## config.mk

```make
export PLATFORM = sky130hd
export DESIGN_NAME = dino_physics_engine
export DESIGN_NICKNAME = d
export VERILOG_FILES = /design/src/rtl/dino_physics_engine.sv
export SDC_FILE = /design/constraint.sdc
export NUM_CORES = 1
export LEC_CHECK = 0
export CAP_MARGIN = 20
export CORE_ASPECT_RATIO = 1.75
export CORE_MARGIN = 8
export CORE_UTILIZATION = 42
export CTS_BUF_LIST = sky130_fd_sc_hd__clkbuf_16
export DETAILED_ROUTE_END_ITERATION = 8
export PLACE_DENSITY = 0.7
export SLEW_MARGIN = 10
export SYNTH_ARGS = -nofsm -noshare
export SYNTH_HDL_FRONTEND = slang
export SYNTH_SLANG_ARGS = --single-unit
```

## constraint.sdc

```tcl
create_clock -name FrameClk -period 5.7 [get_ports FrameClk]
set_input_delay 0.57 -clock FrameClk [delete_from_list [all_inputs] [get_ports FrameClk]]
set_output_delay 0.57 -clock FrameClk [all_outputs]
set_load 0.01 [all_outputs]
```

## src/rtl/dino_physics_engine.sv

```systemverilog
// rtl/dino_physics_engine.sv - jump/fall/land physics for a side-scrolling dino sprite
module dino_physics_engine #(
  parameter int XW        = 11,
  parameter int VW        = 7,
  parameter int V_JUMP    = 32,
  parameter int G         = 4,
  parameter int G_FAST    = 12,
  parameter int V_CUT     = 8,
  parameter int V_MAXFALL = 40,
  parameter int X_DEFAULT = 50,
  parameter int Y_RESET   = 400
) (
  input  logic          FrameClk,
  input  logic          rst,
  input  logic          tick,
  input  logic          jump,
  input  logic          duck,
  input  logic          dead,
  input  logic [XW-1:0] GroundY,
  output logic [XW-1:0] Dino_X,
  output logic [XW-1:0] Dino_Y,
  output logic [VW-1:0] velocity,
  output logic [1:0]    state,
  output logic          landed
);

  typedef enum logic [1:0] {
    GROUND = 2'b00,
    RISE   = 2'b01,
    FALL   = 2'b10,
    DEAD   = 2'b11
  } state_t;

  // Constants pre-sized so every arithmetic path stays in a fixed signed width.
  localparam logic signed [VW-1:0] VJ_N   = VW'(V_JUMP);
  localparam logic signed [VW:0]   VCUT_W = (VW+1)'(V_CUT);
  localparam logic signed [VW:0]   G_W    = (VW+1)'(G);
  localparam logic signed [VW:0]   GF_W   = (VW+1)'(G_FAST);
  localparam logic signed [VW:0]   VMIN_W = -((VW+1)'(V_MAXFALL));
  localparam logic [XW-1:0]        XD     = XW'(X_DEFAULT);
  localparam logic [XW-1:0]        YR     = XW'(Y_RESET);

  state_t                state_q, state_d;
  logic [XW-1:0]         x_q, x_d;
  logic [XW-1:0]         y_q, y_d;
  logic signed [VW-1:0]  v_q, v_d;
  logic                  landed_q, landed_d;

  logic signed [XW:0]    ny;
  logic signed [XW:0]    gnd_s;
  logic signed [VW:0]    vb;
  logic signed [VW:0]    geff;
  logic signed [VW:0]    vsub;
  logic signed [VW-1:0]  vn;

  // Airborne kinematics: candidate position, capped base velocity, gravity and fall-speed clamp.
  always_comb begin
    ny    = $signed({1'b0, y_q}) - $signed({{(XW+1-VW){v_q[VW-1]}}, v_q});
    gnd_s = $signed({1'b0, GroundY});
    vb    = {v_q[VW-1], v_q};
    if ((state_q == RISE) && !jump && (vb > VCUT_W)) begin
      vb = VCUT_W;
    end
    geff = duck ? GF_W : G_W;
    vsub = vb - geff;
    vn   = (vsub < VMIN_W) ? VMIN_W[VW-1:0] : vsub[VW-1:0];
  end

  // Next-state logic: dead overrides everything; otherwise ground, takeoff or airborne update.
  always_comb begin
    state_d  = state_q;
    x_d      = x_q;
    y_d      = y_q;
    v_d      = v_q;
    landed_d = 1'b0;
    if (tick) begin
      if (dead) begin
        state_d = DEAD;
      end else begin
        case (state_q)
          GROUND: begin
            if (jump) begin
              v_d     = VJ_N;
              state_d = RISE;
            end else begin
              y_d = GroundY;
              v_d = '0;
            end
          end
          RISE, FALL: begin
            if (ny >= gnd_s) begin
              y_d      = GroundY;
              v_d      = '0;
              state_d  = GROUND;
              landed_d = 1'b1;
            end else if (ny[XW]) begin
              y_d     = '0;
              v_d     = '0;
              state_d = FALL;
            end else begin
              y_d     = ny[XW-1:0];
              v_d     = vn;
              state_d = (vn > 0) ? RISE : FALL;
            end
          end
          default: begin
          end
        endcase
      end
    end
  end

  // State and kinematic registers with asynchronous reset to the spawn point.
  always_ff @(posedge FrameClk or posedge rst) begin
    if (rst) begin
      state_q  <= GROUND;
      x_q      <= XD;
      y_q      <= YR;
      v_q      <= '0;
      landed_q <= 1'b0;
    end else begin
      state_q  <= state_d;
      x_q      <= x_d;
      y_q      <= y_d;
      v_q      <= v_d;
      landed_q <= landed_d;
    end
  end

  assign Dino_X   = x_q;
  assign Dino_Y   = y_q;
  assign velocity = v_q;
  assign state    = state_q;
  assign landed   = landed_q;

endmodule
```

==> summary.txt <==
Floorplanning
  • Die H: ~110 um
  • IO Pins: around 50
  • Site Rows: 34
  • Initial core utilization: 0.4315
  • Die width: about 70 um
  • Die area: ~7700 sq um
  • Core area: 4935 sq um

Logic synthesis
  • Top FF cell, synth: dfrtp_1
  • Count of cell types in the netlist: 47
  • Seq/Total Area, Yosys: 0.2485
  • Area contributors post-synth: dfrtp_1, ha_1, a21oi_1
  • Synth area leader: dfrtp_1
  • Async SR Flop Fraction: 1.000
  • Mapped Cells: ~270
  • Top-area cell type share of the netlist area: 0.2115
  • Seq cells post-synth: 21
  • Post-synth EDFFs: 0
  • Syn. warnings: 0
  • Mapped cell area: 2130 sq um
  • Mean post-synth cell area: 7.917 sq um

Clock network
  • CTS tree: done
  • CTS Buf Count: 3
  • Post-CTS Hold Buffers: 0
  • Clk sinks: 21
  • CTS resizes: 0
  • Clock transition at the registers of the reported paths: 60 ps
  • Clock latency on the worst-skew pair: about 250 ps
  • CTS H-Tree Depth: 1
  • CTS Buffer Depth: 2
  • Post-CTS setup buffer count: 0
  • CTS root buf: clkbuf_16

Setup path
  • CP startpoint kind: flop
  • R2r worst-path depth: 14
  • R2R setup slack: 1330 ps
  • WP data required: between 5000 and 6000 ps
  • Top fanout value on the critical path: 14
  • Setup crit end kind: flop
  • Worst endpoint data arrival time: ~4500 ps
  • CP Class: flop to flop

Final layout
  • Area growth syn-to-layout: 20.68%
  • # diodes: 0
  • Share of layout cells above drive strength 1: 0.05629
  • Leading cell types in the layout, fill and taps excluded: clkdlybuf4s50_1, inv_1, nor2_1, a21oi_1, ha_1
  • Post-route cell area: between 2000 and 3000 sq um
  • Commonest non-fill, non-tap cell in the layout: clkdlybuf4s50_1
  • Fin nets: approximately 350

STA
  • Min Clock Period, post-route: around 4400 ps
  • Hold Vio Cnt, Final: 0
  • RSZ-0062 raised after global routing: false
  • Slew headroom: 0.3591
  • Period utilization: 0.7674
  • Fmax: 0.2286 GHz
  • Final Setup Violations: 0
  • Max-slew violations: 0
  • Setup_tns: 0 ps
  • Least-Margin Pin Slew: between 900 and 1000 ps
  • Setup Skew: 2.670 ps

Routing
  • DRT antenna net count: 0
  • Vias post-DR: ~2,000
  • DR iter-0 viols: 74
  • DRT Pass-1 Iters: 4
  • Drt via density: 5.621
  • DR WL/cell: ~16 um
  • Total Wirelength: between 5 and 6 mm
  • Remaining DRCs: 0

Worst hold path
  • Hold Path Class: flop to flop
  • Hold path cells: 2

Outcome
  • Status: complete, no violations

Placed design
  • PortBufs: 37
  • Final RePlAce weighted congestion: 0.9024
  • Post-DP HPWL: around 4.6 mm
  • Cell area after placement: 2491 sq um

Flow run
  • Max_cap viols: 0

GRT
  • Total GRT Usage: 0.1445
  • Largest net degree at the start of global routing: 22
  • Total grt overflow: 0
  • Number of antenna violations at the first check in global routing: 0
  • First-pass GRT wire length: roughly 9.2 mm
  • Vias in the first global route: ~2,100
==> worst max-delay path: stages, from the launching register on <==
cell      delay [ps]
dfrtp_1          530
inv_1            180
ha_1             260
or4_1            530
o21ai_0          330
nand3_1          120
o311ai_0         180
ha_1             350
a21oi_1          220
nand2_1           70
a21oi_1          160
a31o_2           160
nor4b_4          700
nand2b_1         230
o31ai_1          270
==> state kept, by name (all words and copies together), names as in the netlist <==
name / flops
landed: 1
velocity: 7
Dino_Y: 11
state: 2
==> through the flow <==
stage	utilization	std cells	setup WS, ps	hold WS [ps]
final	0.5208	356	1326	523.9
after global placement	0.5048	352	1447	510.1
after detailed placement	0.5048	352	1342	518.9
after floorplan	-	278	2054	513.8
after global routing	0.5208	356	912.6	552.7
after CTS	0.5208	356	1327	529.1
==> per-layer routing <==
metal	routed length, um	track usage
met1	2109	0.1327
met3	210	0.02061
met4	160	0.08081
met5	0	0
met2	3138	0.2931
==> cell usage after synthesis (all sizes together), types with 5 or more instances <==
master  number
nor2        30
nand2       20
buf         13
inv         30
a22oi       11
nor3        10
o21ai       15
a21oi       28
clkbuf       5
ha          26
dfrtp       18
xnor2        7
==> cell type report <==
class                           count  area [sq um]
Fill cell                         502          2365
Multi-Input combinational cell    209          1404
Sequential cell                    21         529.3
Timing Repair Buffer               38         377.9
Inverter                           30         112.6
Clock buffer                        3         75.07
Tap cell                           54         67.56
Clock inverter                      1         3.754
==> path summary, 6_finish.rpt <==
kind / from / end
setup / recovery: velocity[6] / velocity[2]
hold / removal: Dino_Y[7] / Dino_Y[7]
setup reg to reg: velocity[6] / velocity[2]
hold reg to reg: Dino_Y[7] / Dino_Y[7]
max in group asynchronous: rst / velocity[4]
min in group asynchronous: rst / landed
==> kinds of logic after synthesis <==
| family | count (synthesis) | share of synthesized area |
|---|---|---|
| AOI/OAI and AO/OA | 78 | 0.2374 |
| xor gates and xnor gates | 8 | 0.03290 |
| adders and majority gates | 28 | 0.1716 |
| buffers and inverters | 48 | 0.1081 |
| DFF | 21 | 0.2485 |
| muxes | 1 | 0.005288 |
| other | 2 | 0.003527 |
| and+or+nand+nor | 83 | 0.1927 |
Power is not shown: default switching activity piles up to over one toggle a cycle in this logic, so the estimate is an artifact.
